<file path="config.mk">
export PLATFORM = sky130hd
export DESIGN_NAME = arb_token_ctrl
export DESIGN_NICKNAME = d
export VERILOG_FILES = /design/src/rtl/arb_pkg.sv /design/src/rtl/arb_onehot2idx.sv /design/src/rtl/arb_token_ctrl.sv
export SDC_FILE = /design/constraint.sdc
export NUM_CORES = 1
export LEC_CHECK = 0
export ABC_AREA = 1
export BUFFER_PORTS_ARGS = -buffer_cell sky130_fd_sc_hd__buf_2
export CAP_MARGIN = 15
export CELL_PAD_IN_SITES_DETAIL_PLACEMENT = 1
export CELL_PAD_IN_SITES_GLOBAL_PLACEMENT = 1
export CORE_MARGIN = 2
export CORE_UTILIZATION = 38
export DETAILED_ROUTE_END_ITERATION = 16
export PLACE_DENSITY = 0.85
export RECOVER_POWER = 50
export REMOVE_ABC_BUFFERS = 1
export SLEW_MARGIN = 20
export SYNTH_ARGS = -nofsm -noshare
export SYNTH_HDL_FRONTEND = slang
export SYNTH_HIERARCHICAL = 1
export SYNTH_SLANG_ARGS = --single-unit
</file>
<file path="constraint.sdc">
create_clock -name clk -period 2.05 [get_ports clk]
set_clock_uncertainty 0.15 [all_clocks]
set_input_delay 0 -clock clk [delete_from_list [all_inputs] [get_ports clk]]
set_output_delay 0 -clock clk [all_outputs]
set_load 0.05 [all_outputs]
</file>
<file path="src/rtl/arb_pkg.sv">
//==============================================================================
// Module      : arb_pkg
// Description : Shared FSM state encoding, default sizing constants and the
//               index-width helper for the arbiter token controller.
// Revision    : 1.0 - initial release
//==============================================================================
`default_nettype none

package arb_pkg;

    localparam int c_N_DEFAULT   = 8;
    localparam int c_TMO_DEFAULT = 16;

    typedef enum logic [1:0] {
        ST_IDLE = 2'd0,
        ST_ACK  = 2'd1,
        ST_BUSY = 2'd2,
        ST_ROT  = 2'd3
    } arb_state_t;

    // Binary index width for an n-wide one-hot vector (never narrower than 1).
    function automatic int idx_width(input int n);
        return (n > 1) ? $clog2(n) : 1;
    endfunction

endpackage

`default_nettype wire

</file>
<file path="src/rtl/arb_onehot2idx.sv">
//==============================================================================
// Module      : arb_onehot2idx
// Description : One-hot to binary index encoder; an all-zero input yields 0.
// Revision    : 1.0 - initial release
//==============================================================================
`default_nettype none

module arb_onehot2idx
    import arb_pkg::*;
#(
    parameter int N = c_N_DEFAULT,
    parameter int W = idx_width(N)
) (
    input  logic [N-1:0] i_onehot,
    output logic [W-1:0] o_idx
);

    // OR-reduction of set-bit indices: exact for one-hot, zero for no bits.
    always_comb begin
        o_idx = '0;
        for (int i = 0; i < N; i++) begin
            if (i_onehot[i]) begin
                o_idx = o_idx | W'(i);
            end
        end
    end

endmodule

`default_nettype wire

</file>
<file path="src/rtl/arb_token_ctrl.sv">
//==============================================================================
// Module      : arb_token_ctrl
// Description : Token controller for a priority arbiter: acknowledges a
//               request, latches the grant holder, holds the shared resource
//               until completion, then rotates the priority token.
//               Optional BUSY timeout enabled by macro ARB_TIMEOUT_EN.
// Revision    : 1.0 - initial release
//==============================================================================
`default_nettype none

module arb_token_ctrl
    import arb_pkg::*;
#(
    parameter int N   = c_N_DEFAULT,
    parameter int TMO = c_TMO_DEFAULT
) (
    input  logic                    clk,
    input  logic                    rst,
    input  logic                    arb_req,
    input  logic [N-1:0]            arb_gnt,
    output logic                    arb_ack,
    output logic [N-1:0]            prio,
    output logic                    res_req,
    input  logic                    res_done,
    output logic [idx_width(N)-1:0] owner,
    output logic                    busy,
    output logic                    tmo_err
);

    if (N < 2 || TMO < 1) begin : g_param_check
        $error("arb_token_ctrl: N must be >= 2 and TMO >= 1");
    end

    arb_state_t     r_state;
    logic [N-1:0]   r_owner_q;
    logic [N-1:0]   r_prio;
    logic           r_arb_ack;
    logic           r_res_req;
    logic           r_busy;
    logic           r_tmo_err;
    logic           w_tmo_hit;

`ifdef ARB_TIMEOUT_EN
    localparam int c_TMO_W = $clog2(TMO + 1);

    logic [c_TMO_W-1:0] r_tmo_cnt;

    // Cleared while in ACK so every BUSY entry starts counting from zero.
    always_ff @(posedge clk or posedge rst) begin
        if (rst) begin
            r_tmo_cnt <= '0;
        end else if (r_state == ST_ACK) begin
            r_tmo_cnt <= '0;
        end else if (r_state == ST_BUSY) begin
            r_tmo_cnt <= r_tmo_cnt + 1'b1;
        end
    end

    assign w_tmo_hit = (r_state == ST_BUSY) && (r_tmo_cnt == c_TMO_W'(TMO - 1));
`else
    assign w_tmo_hit = 1'b0;
`endif

    always_ff @(posedge clk or posedge rst) begin
        if (rst) begin
            r_state   <= ST_IDLE;
            r_owner_q <= '0;
            r_prio    <= N'(1);
            r_arb_ack <= 1'b0;
            r_res_req <= 1'b0;
            r_busy    <= 1'b0;
            r_tmo_err <= 1'b0;
        end else begin
            r_arb_ack <= 1'b0;
            r_tmo_err <= 1'b0;
            case (r_state)
                ST_IDLE: begin
                    if (arb_req) begin
                        r_state   <= ST_ACK;
                        r_arb_ack <= 1'b1;
                        r_busy    <= 1'b1;
                    end
                end
                ST_ACK: begin
                    if (|arb_gnt) begin
                        r_state   <= ST_BUSY;
                        r_owner_q <= arb_gnt;
                        r_res_req <= 1'b1;
                    end else begin
                        r_state <= ST_IDLE;
                        r_busy  <= 1'b0;
                    end
                end
                ST_BUSY: begin
                    // Completion wins over a timeout landing on the same cycle.
                    if (res_done) begin
                        r_state   <= ST_ROT;
                        r_res_req <= 1'b0;
                    end else if (w_tmo_hit) begin
                        r_state   <= ST_ROT;
                        r_res_req <= 1'b0;
                        r_tmo_err <= 1'b1;
                    end
                end
                ST_ROT: begin
                    r_prio  <= {r_owner_q[N-2:0], r_owner_q[N-1]};
                    r_state <= ST_IDLE;
                    r_busy  <= 1'b0;
                end
                default: begin
                    r_state   <= ST_IDLE;
                    r_res_req <= 1'b0;
                    r_busy    <= 1'b0;
                end
            endcase
        end
    end

    arb_onehot2idx #(
        .N (N),
        .W (idx_width(N))
    ) u_owner_enc (
        .i_onehot (r_owner_q),
        .o_idx    (owner)
    );

    assign arb_ack = r_arb_ack;
    assign prio    = r_prio;
    assign res_req = r_res_req;
    assign busy    = r_busy;
    assign tmo_err = r_tmo_err;

endmodule

`default_nettype wire

</file>
==> out/results.ini <==
[outcome]
outcome = complete, no violations

[drt]
wl_per_cell_um = 12.7
route.vias.total = 757
vias_per_cell = 4.64
drc_errors = 0
route.met2.wl_um = 1020
postRouteAntennaNets = 0
routed_wl_um = 2070
drtIter0Drc = 4
highest_layer = met4
met3_length_um = 86
first_pass_iters = 4
wl_met1_um = 934

[clock_network]
clkTransAtPathRegs_ns = 0.11
htree_num_levels = 1
max-clock-path-buffers = 2
numCtsBuffers = 3
cts-resized-gates = 0
cts.sinks = 21
clk_latency_ns = 0.30
cts_tree = built
cts_root_buffer = clkbuf_4

[pwr]
swShare_pct = 51.0
p_int_uw = 940
comb_power_share_pct = 50.5
p_per_area_mw_per_mm2 = 1660
p_seq_share_pct = 39.1
ir_worst_vdd_uv = 910
switching_power_uw = 977
p_leak_nw = 0.583
p_clk_share_pct = 10.4

[floorplanning]
rows = 17
die_h_um = 52.0
core-area_mm2 = 0.00219
io_pins = 27
die-area_mm2 = 0.00271
start_util_pct = 40.0
die_w_um = 52.0

[yosys]
netlist.area_leader.share_pct = 57.1
synth_area_leaders = dfrtp_1, nand2_1, nor2_1
syn_inst = 96
synthMuxAreaShare_pct = 1.29
synth_edf_count = 0
yosysWarnings = 6
synthesis.area_um2 = 876
yosysSeqAreaShare_pct = 60.1
synthAdderAreaFrac_pct = 0
yosysMostFrequentCell = dfrtp_1
syn_area_per_cell_um2 = 9.12
synth_cell_type_count = 17
synthXorXnorAreaFrac_pct = 0
yosys_most_used_dff = dfrtp_1
synth_simple_gate_area_share_pct = 18.0
ys_top_cells_by_count = dfrtp_1, nand2_1, nor2_1
async_flop_share_pct = 100
synth_compound_area_share_pct = 12.0
synth.ff_latch_count = 21
synth_top_family_by_area = simple AND/OR/NAND/NOR gates
synth_area_leader_cell = dfrtp_1

[critical_path]
required_ns = 2.15
slowest_delay_ns = 0.56
worstSetupEndpointType = flop
critical-path-top-delay-family = buffers and inverters
arrival_ns = 1.68
cp_max_fo = 4
reg2reg_slack_ns = 0.47
path_buf_inv = 2
critPathLaunchType = flop
path_cells = inv_1 > nand2_1 > o21ai_0 > dlygate4sd3_1
path_class = reg -> reg
cp_slowest_cell = dlygate4sd3_1

[sta]
whs_ns = 0.220
final_hold_viol_count = 0
setup_slack_ns = 0.468
period_share_pct = 77.2
tightestPinTransition_ns = 0.771
fmax_mhz = 632
final-max-slew-violation-count = 0
relSlewSlack_pct = 48.5
setup_viol = 0
setup_tns_ns = 0
rsz0062_at_grt = no
min_period_ns = 1.58

[global_route]
track_usage_pct = 18.4
grt_max_degree = 22
grt_pass1_vias = 820
grt-ovfl-total = 0
grt_antenna_before_repair = 0
grt_pass1_wl_um = 3610

[worst_hold_path]
worstHoldPathType = in -> async

[final_layout]
nets = 148
drive_gt1_share_pct = 18.5
synthToLayoutAreaGrowth_pct = 31.9
fin_util_pct = 52.7
final_area_mm2 = 0.00115
n_antenna_cell = 0

[placed_design]
gp_congestion = 0.760
placed_cell_area_mm2 = 0.00102
place_ws_ns = 0.721
port_buffers = 25
dp_hpwl_um = 1520

[run]
max_cap_violations = 0

## worst reg2reg max path: cells and delay by family (launching register included)
family	cells	cell delay [ns]
AO/OA/AOI/OAI	1	0.16
buffers and inverters	2	0.70
flip-flops	1	0.40
AND/OR/NAND/NOR	1	0.12
## placed cells by master, fill, tap and decap left out, drive strengths merged, types with 2 or more instances in the layout
cell | Yosys | routed
dfrtp | 20 | 20
nand2 | 19 | 19
nor2 | 17 | 17
buf | 2 | 16
clkbuf | 1 | 14
inv | 13 | 13
dlygate4sd3 | 0 | 12
o21ai | 11 | 11
a21oi | 7 | 7
nand3 | 2 | 2
## registers in the layout (all words and copies together), names as in the netlist, named ones only
name       cells
arb_ack        1
busy           1
res_req        1
r_owner_q      8
r_state        1
prio           8
## layout make-up
| cell class | count | area [µm²] |
|---|---|---|
| Fill cell | 278 | 1040 |
| Timing Repair Buffer | 38 | 240 |
| Inverter | 13 | 48.8 |
| Tap cell | 28 | 35.0 |
| Multi-Input combinational cell | 59 | 278 |
| Clock buffer | 4 | 26.3 |
| Sequential cell | 21 | 527 |
## timing repair
item | in CTS | in global routing
buffers inserted | 0 | 0
hold buffers | 12 | 0
hold endpoints to repair | 32 | 0
## logic make-up after synthesis
logic type | count (synthesis)
flops | 21
buf+inv | 16
other cells | 1
mux | 1
compound gates | 18
simple gates | 39
## through the flow
| step | total power, mW | std cells |
|---|---|---|
| global route | 2.07 | 163 |
| finish | 1.92 | 163 |
| CTS | 1.96 | 163 |
| global placement | 1.69 | 147 |
| floorplan | 1.47 | 93 |
| detailed placement | 1.74 | 147 |
## power by group through the flow
stage / combinational (mW) / clock (mW) / sequential, mW
2_1_floorplan: 0.368 / 0 / 1.10
3_3_place_gp: 0.945 / 0 / 0.745
3_5_place_dp: 0.977 / 0 / 0.758
4_1_cts: 1.01 / 0.205 / 0.750
5_1_grt: 1.06 / 0.223 / 0.784
6_report: 0.967 / 0.199 / 0.750
## path summary, 6_finish.rpt
kind,from,to,depth (start not counted)
min,rst,r_owner_q[0]$_DFFE_PP0P_,3
max,r_state[0]$_DFFE_PP0P_,r_state[0]$_DFFE_PP0P_,4
min in group clk,busy$_DFFE_PP0P_,busy$_DFFE_PP0P_,2
max in group asynchronous,rst,prio[2]$_DFFE_PP0P_,3
min reg2reg,busy$_DFFE_PP0P_,busy$_DFFE_PP0P_,2
max reg2reg,r_state[0]$_DFFE_PP0P_,r_state[0]$_DFFE_PP0P_,4
## metal layers
layer	global-route usage, %	vias up
met1	23.5	358
li1	-	373
met5	0	-
met3	2.59	2
met2	31.4	24
met4	6.58	0
Note: power is estimated with default switching activity, not from simulation.
